### config.mk
export PLATFORM = sky130hd
export DESIGN_NAME = vec_mem_sequencer
export DESIGN_NICKNAME = d
export VERILOG_FILES = /design/src/rtl/vec_mem_sequencer.sv
export SDC_FILE = /design/constraint.sdc
export NUM_CORES = 1
export LEC_CHECK = 0
export ABC_AREA = 1
export BUFFER_PORTS_ARGS = -buffer_cell sky130_fd_sc_hd__buf_4
export CAP_MARGIN = 20
export CORE_AREA = 2 2 239 241
export CTS_CLUSTER_DIAMETER = 80
export DETAILED_ROUTE_END_ITERATION = 6
export DIE_AREA = 0 0 241 243
export PLACE_DENSITY_LB_ADDON = 0.3
export SLEW_MARGIN = 20
export SYNTH_ARGS = -nofsm -noshare
export SYNTH_HDL_FRONTEND = slang
export SYNTH_SLANG_ARGS = --single-unit
### constraint.sdc
create_clock -name clk -period 11.7 [get_ports clk]
set_input_delay 1.755 -clock clk [delete_from_list [all_inputs] [get_ports clk]]
set_output_delay 1.755 -clock clk [all_outputs]
set_load 0.05 [all_outputs]
### src/rtl/vec_mem_sequencer.sv
// Purpose: splits one vector load/store command into beats of up to 4 elements spread over memory ports 0..3.
// Latency: memory ports driven the issue cycle; load beats appear 1 cycle later on ld_*; done pulses one cycle after the last beat.
// Backpressure: stores issue only when st_valid is high; loads issue every cycle and ld_* cannot be stalled.
module vec_mem_sequencer #(
    parameter int ADDR_WIDTH = 10,
    parameter int VL_WIDTH   = 8
) (
    input  logic                  clk,
    input  logic                  rst_n,
    input  logic                  start,
    input  logic                  is_store,
    input  logic [1:0]            eew,
    input  logic [ADDR_WIDTH-1:0] base_addr,
    input  logic [ADDR_WIDTH-1:0] stride,
    input  logic [VL_WIDTH-1:0]   vl,
    output logic                  busy,
    output logic                  done,
    input  logic                  st_valid,
    output logic                  st_ready,
    input  logic [127:0]          st_data,
    output logic                  ld_valid,
    output logic [127:0]          ld_data,
    output logic [3:0]            ld_mask,
    output logic                  ld_last,
    output logic [2:0]            mem_we0,
    output logic [2:0]            mem_we1,
    output logic [2:0]            mem_we2,
    output logic [2:0]            mem_we3,
    output logic [2:0]            mem_re0,
    output logic [2:0]            mem_re1,
    output logic [2:0]            mem_re2,
    output logic [2:0]            mem_re3,
    output logic [ADDR_WIDTH-1:0] mem_addr0,
    output logic [ADDR_WIDTH-1:0] mem_addr1,
    output logic [ADDR_WIDTH-1:0] mem_addr2,
    output logic [ADDR_WIDTH-1:0] mem_addr3,
    output logic [31:0]           mem_wdata0,
    output logic [31:0]           mem_wdata1,
    output logic [31:0]           mem_wdata2,
    output logic [31:0]           mem_wdata3,
    input  logic [31:0]           mem_rdata0,
    input  logic [31:0]           mem_rdata1,
    input  logic [31:0]           mem_rdata2,
    input  logic [31:0]           mem_rdata3
);

    typedef enum logic [1:0] {
        IDLE  = 2'd0,
        LOAD  = 2'd1,
        STORE = 2'd2,
        FIN   = 2'd3
    } state_t;

    state_t                state_q;
    logic                  is_store_q;
    logic [1:0]            eew_q;
    logic [ADDR_WIDTH-1:0] stride_q;
    logic [ADDR_WIDTH-1:0] beat_addr_q;
    logic [VL_WIDTH-1:0]   remaining_q;
    logic                  ld_valid_q;
    logic [127:0]          ld_data_q;
    logic [3:0]            ld_mask_q;
    logic                  ld_last_q;

    logic [ADDR_WIDTH-1:0] beat_addr_d;
    logic [VL_WIDTH-1:0]   remaining_d;
    logic                  last_beat;
    logic                  rd_issue;
    logic                  wr_issue;
    logic [2:0]            en_code;
    logic [31:0]           elem_mask;
    logic [3:0]            lane_act;
    logic [127:0]          ld_beat;
    logic [ADDR_WIDTH-1:0] lane_addr [4];
    logic [31:0]           rdata_a   [4];
    logic [2:0]            we_a      [4];
    logic [2:0]            re_a      [4];
    logic [ADDR_WIDTH-1:0] addr_a    [4];
    logic [31:0]           wdata_a   [4];

    assign rdata_a[0] = mem_rdata0;
    assign rdata_a[1] = mem_rdata1;
    assign rdata_a[2] = mem_rdata2;
    assign rdata_a[3] = mem_rdata3;

    // Beat formation: active lanes, lane addresses, enables, masked data and next counters.
    always_comb begin
        rd_issue    = (state_q == LOAD);
        wr_issue    = (state_q == STORE) && st_valid;
        last_beat   = (remaining_q <= VL_WIDTH'(4));
        beat_addr_d = beat_addr_q + (stride_q << 2);
        remaining_d = last_beat ? '0 : (remaining_q - VL_WIDTH'(4));
        case (eew_q)
            2'b00:   begin en_code = 3'b001; elem_mask = 32'h0000_00FF; end
            2'b01:   begin en_code = 3'b011; elem_mask = 32'h0000_FFFF; end
            default: begin en_code = 3'b111; elem_mask = 32'hFFFF_FFFF; end
        endcase
        lane_addr[0] = beat_addr_q;
        for (int k = 1; k < 4; k++) begin
            lane_addr[k] = lane_addr[k-1] + stride_q;
        end
        ld_beat = '0;
        for (int k = 0; k < 4; k++) begin
            lane_act[k] = (remaining_q > VL_WIDTH'(k));
            re_a[k]     = (rd_issue && lane_act[k]) ? en_code : 3'b000;
            we_a[k]     = (wr_issue && lane_act[k]) ? en_code : 3'b000;
            addr_a[k]   = ((rd_issue || wr_issue) && lane_act[k]) ? lane_addr[k] : '0;
            wdata_a[k]  = (wr_issue && lane_act[k]) ? (st_data[32*k +: 32] & elem_mask) : 32'h0;
            if (lane_act[k]) begin
                ld_beat[32*k +: 32] = rdata_a[k] & elem_mask;
            end
        end
    end

    // Sequencer FSM with command capture, beat counters and the load return register.
    always_ff @(posedge clk or negedge rst_n) begin
        if (!rst_n) begin
            state_q     <= IDLE;
            is_store_q  <= 1'b0;
            eew_q       <= 2'b00;
            stride_q    <= '0;
            beat_addr_q <= '0;
            remaining_q <= '0;
            ld_valid_q  <= 1'b0;
            ld_data_q   <= '0;
            ld_mask_q   <= '0;
            ld_last_q   <= 1'b0;
        end else begin
            ld_valid_q <= 1'b0;
            ld_data_q  <= '0;
            ld_mask_q  <= '0;
            ld_last_q  <= 1'b0;
            case (state_q)
                IDLE: begin
                    if (start) begin
                        is_store_q  <= is_store;
                        eew_q       <= eew;
                        stride_q    <= stride;
                        beat_addr_q <= base_addr;
                        remaining_q <= vl;
                        if (vl == '0) begin
                            state_q <= FIN;
                        end else if (is_store) begin
                            state_q <= STORE;
                        end else begin
                            state_q <= LOAD;
                        end
                    end
                end
                LOAD: begin
                    ld_valid_q  <= 1'b1;
                    ld_data_q   <= ld_beat;
                    ld_mask_q   <= lane_act;
                    ld_last_q   <= last_beat;
                    beat_addr_q <= beat_addr_d;
                    remaining_q <= remaining_d;
                    if (last_beat) begin
                        state_q <= FIN;
                    end
                end
                STORE: begin
                    if (st_valid) begin
                        beat_addr_q <= beat_addr_d;
                        remaining_q <= remaining_d;
                        if (last_beat) begin
                            state_q <= FIN;
                        end
                    end
                end
                default: begin
                    state_q <= IDLE;
                end
            endcase
        end
    end

    assign busy     = (state_q == LOAD) || (state_q == STORE);
    assign done     = (state_q == FIN);
    assign st_ready = (state_q == STORE);
    assign ld_valid = ld_valid_q;
    assign ld_data  = ld_data_q;
    assign ld_mask  = ld_mask_q;
    assign ld_last  = ld_last_q;

    assign mem_we0    = we_a[0];
    assign mem_we1    = we_a[1];
    assign mem_we2    = we_a[2];
    assign mem_we3    = we_a[3];
    assign mem_re0    = re_a[0];
    assign mem_re1    = re_a[1];
    assign mem_re2    = re_a[2];
    assign mem_re3    = re_a[3];
    assign mem_addr0  = addr_a[0];
    assign mem_addr1  = addr_a[1];
    assign mem_addr2  = addr_a[2];
    assign mem_addr3  = addr_a[3];
    assign mem_wdata0 = wdata_a[0];
    assign mem_wdata1 = wdata_a[1];
    assign mem_wdata2 = wdata_a[2];
    assign mem_wdata3 = wdata_a[3];

endmodule

# == Yosys cells after proc, flatten, opt, wreduce, memory -nomap -nowiden ==
# Cells that the tools add are included.
# classes
n_lt_le_gt_ge,5
reduce_logical,22
n_bitwise,8
n_mux,39
n_eq_ne,6
addsub,5
# op_table
cell,count
$and A32 B32 Y32,8
$mux W32,8
$mux W128,1
$pmux W32 S2,1
$mux W10,6
$add A10 B10 Y10,4
$pmux W10 S3,1
$mux W3,8
$mux W8,3
$pmux W8 S3,1
$gt A8 B1 Y1 const B,2
$gt A8 B2 Y1 const B,2
$logic_and A1 B1 Y1,13
$mux W2,5
$le A8 B3 Y1 const B,1
$logic_not A8 Y1,1
$sub A8 B3 Y8 const B,1
$pmux W2 S3,1
$pmux W3 S2,1
$eq A2 B1 Y1 const B,2
$eq A2 B2 Y1 const B,2
$logic_not A2 Y1,2
$mux W4,1
$ne A2 B2 Y1 const B,2
other kinds (5),8
# word_totals
ff_bits,166

# == Depth between registers and ports, before layout ==
# Gate-level depths: netlist of the first run.
# depth
word_depth,5
depth_mapped,26
ltp_nobuf,26

# == Least setup slack after synthesis of the first run ==
# Ideal clock, no wire load.
# synth_path
path_kind,flip-flop to output port
from,register stride_q[0]
to,output mem_addr3[5]
path_buffers,0
required_ns,9.945
path_stages_with_launch,16
setup_slack_ns,5.732
arrival_ns,4.213
cell_sequence,dfrtp_1 > ha_1 > fa_1 > inv_1 > fa_1 > nor2_1 > nor2_1 > o21bai_2 > xor2_1 > inv_1 > ha_1 > a21oi_1 > o21ai_0 > a21o_1 > nand2_1 > nor3b_1
# synth_via
elab_chain_cells,4
# synth_rtl
element,line_no,source
"start, declared",57,logic [ADDR_WIDTH-1:0] stride_q;
"start signal, assigned",138,stride_q <= stride;
$add A10 B10 Y10 (2 in series),100,lane_addr[k] = lane_addr[k-1] + stride_q;
$add A10 B10 Y10 *,100,
$mux W10 *,107,addr_a[k] = ((rd_issue || wr_issue) && lane_act[k]) ? lane_addr[k] : '0;
"end, declared",36,"output logic [ADDR_WIDTH-1:0] mem_addr3,"
# Every way passes the cells marked *; elsewhere a longest branch is shown, timed or not.

# == Worst setup path after layout of the first run ==
# layout_path
from,register stride_q[0]
to,output mem_addr3[9]
# Same word-level chain as after synthesis.

==> results.ini, run 1 <==
[min_path]
hold_start=eew_q[0]
min_path_cells=2
hold_path_class=register to register
hold_end=eew_q[0]

[logic_synthesis]
yosys.area_share.simple_pct=27.31
synth_top_family_by_area=simple AND/OR/NAND/NOR gates
yosys.area_share.adder_pct=6.184
muxShareOfSynthArea_pct=0
yosysTopAreaCell=dfrtp_1
ys_seq_area_share_pct=46.24
synth-seq-cells=166
syn_nets=1548
yosysWarnings=0
synth_area_leaders=dfrtp_1, nor2_1, inv_1
synth_cell_type_count=45
synth_area_per_cell_um2=7.394
synth-xor-area-share_pct=1.950
synth_compound_gate_area_share_pct=6.379
netlist_instances=1215
syn_area_um2=8984
synth_top_area_share_pct=46.24

[global_routing]
first_global_vias=10160
antenna_found_initial=6
grt_max_degree=92
track_usage_pct=15.17
grt_overflow=0
grt_pass1_wl_um=64960

[die]
die_area_um2=58560
rows=87
fp.dieH_um=243
io_pins=620
die_w_um=241
start_util_pct=16.06
core_um2=55950

[job]
max_cap_violations=0

[timing]
drv_slew=0
clock_skew_ns=0.02296
worst_slack_ns=4.785
fin_crit_sh_pct=59.10
slew_headroom_pct=30.37
rsz0062_at_grt=false
worst_slew_pin_slew_ns=1.041
period_minus_slack_ns=6.915
hold_viol_final=0
fin_setup_tns_ns=0
setup_viol=0
fmax_ghz=0.1446

[place]
numPortBuffers=619
gp_congestion=0.9258
post-dp-hpwl_um=37290
dp_slack_ns=5.354

[route]
vias=10010
route.detailed.drc=0
routedWlPerCell_um=17.57
via_per_inst=3.854
first_iter_violations=484
postRouteAntennaNets=0
routed_wl_um=45600
dr.pass1.iters=5

[setup_path]
critPathBufInv=7
required_ns=9.95
crit_fanout=6
r2r-end=ld_data[112]
cpMaxStageDelayCell=dfrtp_1
ff2ff_setup_slack_ns=9.00
crit_type=register to primary output
max_stage_delay_ns=0.45
cp.arrival_ns=5.16
ff2ff_path_depth=4
path_common_cell=inv_1
critPathTopFamily=adder cells
r2r-start=eew_q[1]
cp-start-kind=register
endpoint_kind=primary output

[outcome]
run_status=finished, final reports clean

[clocking]
htree_levels=4
cts_inserted_buffers=17
post_cts_buffers=0
cts.clk_slew.worst_paths_ns=0.08
clk_path_buf_depth=2
tritoncts_num_sinks=166
insertion_delay_ns=0.49
cts_root_buf=clkbuf_16
cts_tree=done
holdBufCountCts=0
cts_resized=0

[power_and_ir_drop]
ir_drop_uv=509.7
p_leak_uw=0.008726
powerDensity_nw_per_um2=371.8

[finish]
drive_gt1_share_pct=37.87
layout.nets=2159
area_growth_pct=67.99
fillers=6240

cell usage after synthesis, drive strengths merged:
cell type    n
ha          38
xor2        14
o31ai        1
nand4        3
a32o         1
xnor2        6
and2         1
nor4         3
nor3b        2
or2          1
inv        237
o21ai       33
a31oi        3
a21o         3
fa           4
o211ai       5
a22oi        2
dfrtp      166
or3          1
o31a         1
clkinv       4
clkbuf      17
nand3       24
nor3        10
o22ai        6
nor2       348
nand2      222
o32ai        1
o311ai       1
buf         17
a21oi       33
o21bai       7
per-layer routing:
metal	global-route usage [%]	wire length, µm	vias up
met5	0	72	-
met4	5.084	1006	10
met3	5.629	4225	62
met2	22.87	19960	440
met1	19.82	20340	4657
li1	-	-	4837
registers in the layout (all words and copies together) (netlist names):
signal / flops
beat_addr_q: 10
eew_q: 2
ld_data: 128
ld_last: 1
ld_mask: 4
ld_valid: 1
remaining_q: 8
state_q: 2
stride_q: 10
worst register-to-register path, cell delays in order, from the launching register on:
cell,delay (ns)
dfrtp_4,0.90
clkinv_1,0.82
nor2_1,0.38
inv_1,0.30
nor2_1,0.20
cells in the final DEF (no fill, tap or decap), drive strengths merged, types with 7 or more instances in the layout:
cell type	n
a21oi	33
dfrtp	166
clkbuf	18
xor2	14
buf	626
nand2	222
o21bai	7
nand3	24
o21ai	33
nor2	348
ha	38
nor3	10
inv	241
clkinv	10
stage by stage:
stage | power (µW) | std cells | cell area [µm²] | hold WS (ns) | utilization (%)
3_3_place_gp | 4978 | 2562 | 14460 | 0.4972 | 25.85
5_1_grt | 6039 | 2594 | 15090 | 0.5488 | 26.96
2_1_floorplan | 3753 | 1215 | 8984 | 0.4495 | -
6_report | 5612 | 2596 | 15090 | 0.5097 | 26.97
3_5_place_dp | 5019 | 2562 | 14460 | 0.5017 | 25.85
4_1_cts | 5662 | 2593 | 15070 | 0.5203 | 26.93
cell families (layout without fill, tap and decap cells):
kind of cell / Yosys count / count (layout)
buffers and inverters: 275 / 898
DFF: 166 / 166
xor gates and xnor gates: 20 / 20
and+or+nand+nor: 615 / 615
other: 0 / 2
adders and majority gates: 42 / 42
AOI/OAI and AO/OA: 97 / 97
how the worst max path moves through the flow:
| stage | depth (start not counted) | startpoint | slack, ns | to |
|---|---|---|---|---|
| after floorplan | 15 | stride_q[0] | 5.73 | mem_addr3[5] |
| after global placement | 27 | stride_q[0] | 5.44 | mem_addr3[9] |
| after detailed placement | 27 | stride_q[0] | 5.35 | mem_addr3[9] |
| after CTS | 27 | stride_q[0] | 4.77 | mem_addr3[9] |
| after global routing | 27 | stride_q[0] | 4.26 | mem_addr3[9] |
| final | 27 | stride_q[0] | 4.79 | mem_addr3[9] |
area by class of cell:
cell class              instances  area (µm²)  area share, %
diodes                          2       5.005        0.03316
clock buffers                  18       439.2          2.910
clock inverters                13       165.2          1.094
inverters                     241       904.6          5.994
multi-input cells             774        3760          24.91
flip-flops and latches        166        4158          27.55
well taps                     756       945.9          6.268
repair buffers                626        4715          31.24
where the power goes:
group          switching (µW)  total [µW]  internal [µW]
combinational            2900        4140           1240
sequential                134         858            724
clock                     285         612            326
total                    3320        5610           2290
No activity file was read; power rests on OpenSTA's default activity.
==> run 2: changes to the inputs <==
- clock period: 11.7 -> 6.7 ns (I/O delays scaled with it)
==> results.ini, run 2 (synthesis gave the netlist of run 1 again) <==
[setup_path]
required_ns=5.69  ; was 9.95 ns
critPathBufInv=7  ; unchanged
r2r-start=eew_q[1]  ; unchanged
cp.arrival_ns=4.94  ; was 5.16 ns
critPathTopFamily=adder cells  ; unchanged
path_common_cell=inv_1  ; unchanged
max_stage_delay_ns=0.45  ; about the same
ff2ff_path_depth=4  ; unchanged
cpMaxStageDelayCell=dfrtp_1  ; unchanged
worstSetupStartpoint=stride_q[0]  ; unchanged
crit_type=register to primary output  ; unchanged
endpoint_kind=primary output  ; unchanged
worst-path-stages=27  ; unchanged
cp-start-kind=register  ; unchanged
ff2ff_setup_slack_ns=4.11  ; was 9.00 ns
crit_end=mem_addr3[9]  ; unchanged
r2r-end=ld_data[125]  ; was ld_data[112]
crit_fanout=6  ; unchanged

[place]
dp_slack_ns=1.239  ; was 5.354 ns
gp_congestion=0.9217  ; was 0.9258
post-dp-hpwl_um=37400  ; was 37290 µm
postPlaceCellArea_um2=14460  ; about the same
numPortBuffers=619  ; unchanged

[finish]
layout_common_cells=buf_4, nor2_1, inv_1  ; unchanged
drive_gt1_share_pct=37.81  ; was 37.87%
final_design_area_no_fill_um2=15060  ; was 15090 µm²
layout.nets=2158  ; was 2159
largest_register_ffs=128  ; unchanged
multiInputGateArea_um2=3760  ; unchanged
fillers=6217  ; was 6240
seq_area_um2=4158  ; unchanged
final_common_cell=buf_4  ; unchanged
area_growth_pct=67.60  ; was 67.99%

[power_and_ir_drop]
combPwrFrac_pct=74.0  ; was 73.8%
switching_share_pct=59.20  ; was 59.15%
powerDensity_nw_per_um2=642.6  ; was 371.8 nW/µm²
ir_drop_uv=663.6  ; was 509.7 µV
power_switching_uw=5728  ; was 3319 µW
p_leak_uw=0.008705  ; was 0.008726 µW
power.total_uw=9676  ; was 5612 µW
clockPowerShare_pct=10.5  ; was 10.9%
intPower_uw=3948  ; was 2293 µW
seqPwrFrac_pct=15.5  ; was 15.3%

[timing]
clock_skew_ns=0.01357  ; was 0.02296 ns
holdWs_ns=0.4658  ; was 0.5097 ns
worst_slack_ns=0.7549  ; was 4.785 ns
fmax_ghz=0.1682
worst_slew_pin_slew_ns=1.048  ; was 1.041 ns
hold_viol_final=0  ; unchanged
drv_slew=0  ; unchanged
slew_headroom_pct=29.70  ; was 30.37%
rsz0062_at_grt=false  ; unchanged
setup_viol=0  ; unchanged
fin_setup_tns_ns=0  ; unchanged
fin_crit_sh_pct=88.73
period_minus_slack_ns=5.945

[global_routing]
grt_max_degree=67  ; was 92
antenna_found_initial=8  ; was 6
grt_pass1_wl_um=64340  ; was 64960 µm
track_usage_pct=14.93  ; was 15.17%
grt_overflow=0  ; unchanged
first_global_vias=10010  ; was 10160

[route]
first_iter_violations=465  ; was 484
routedWlPerCell_um=17.34  ; was 17.57 µm
postRouteAntennaNets=0  ; unchanged
routed_wl_um=45000  ; was 45600 µm
vias=9902  ; was 10010
route.detailed.drc=0  ; unchanged
dr.pass1.iters=6  ; was 5
via_per_inst=3.816  ; was 3.854

[die]
core_um2=55950  ; unchanged
die_w_um=241  ; unchanged
die_area_um2=58560  ; unchanged
fp.dieH_um=243  ; unchanged
io_pins=620  ; unchanged
start_util_pct=16.06  ; unchanged
rows=87  ; unchanged

[clocking]
cts_tree=done  ; unchanged
cts.clk_slew.worst_paths_ns=0.07  ; was 0.08 ns
insertion_delay_ns=0.47  ; was 0.49 ns
tritoncts_num_sinks=166  ; unchanged
post_cts_buffers=0  ; unchanged
clk_path_buf_depth=2  ; unchanged
cts_root_buf=clkbuf_16  ; unchanged
htree_levels=4  ; unchanged
cts_resized=0  ; unchanged
holdBufCountCts=0  ; unchanged
cts_inserted_buffers=17  ; unchanged

[job]
max_cap_violations=0  ; unchanged

[outcome]
run_status=finished, final reports clean  ; unchanged

[min_path]
hold_path_class=primary input to async pin  ; was register to register

[run 2: cell count changes in the layout (fill, tap and decap cells not counted), moves of 2 or more]
| cell | delta |
|---|---|
| clkinv_4 | -3 |
| inv_6 | +4 |
| inv_8 | -2 |
| clkinv_8 | +2 |
[run 2: cell type report]
cell class	count	area share (%)
Antenna cell	1	0.01662
Inverter	241	6.008
Clock inverter	14	1.072
Clock buffer	18	2.850
Sequential cell	166	27.61
Multi-Input combinational cell	774	24.97
Tap cell	756	6.282
Timing Repair Buffer	625	31.19
[run 2: power by group through the flow]
| stage | clock network, µW | logic (µW) | registers (µW) |
|---|---|---|---|
| final | 1020 | 7160 | 1500 |
| after CTS | 1060 | 7220 | 1500 |
| after global placement | 0 | 7170 | 1510 |
| after global routing | 1090 | 7820 | 1540 |
| after detailed placement | 0 | 7200 | 1520 |
| after floorplan | 0 | 4560 | 1990 |
[run 2: worst min-delay path by stage]
stage,end,slack (ns),start,cells past startpoint
floorplan,eew_q[0],0.45,eew_q[0],2
global placement,eew_q[0],0.50,eew_q[0],2
detailed placement,eew_q[0],0.49,eew_q[0],2
CTS,ld_data[62],0.44,rst_n,1
global route,ld_data[62],0.47,rst_n,1
finish,ld_data[62],0.47,rst_n,1
[run 2: stage by stage]
stage / utilization, % / instances
after CTS: 26.91 / 2594
after global routing: 26.91 / 2594
after floorplan: - / 1215
after global placement: 25.85 / 2562
final: 26.91 / 2595
after detailed placement: 25.85 / 2562
[run 2: metal layers]
| metal | share of wire, % | global-route usage [%] | vias up | wire [µm] |
|---|---|---|---|---|
| met5 | 0.15 | 0 | - | 66 |
| met4 | 1.7 | 4.702 | 10 | 745 |
| met3 | 9.9 | 5.516 | 44 | 4465 |
| met2 | 45 | 23.28 | 414 | 20200 |
| met1 | 43 | 18.99 | 4600 | 19530 |
| li1 | - | - | 4834 | - |
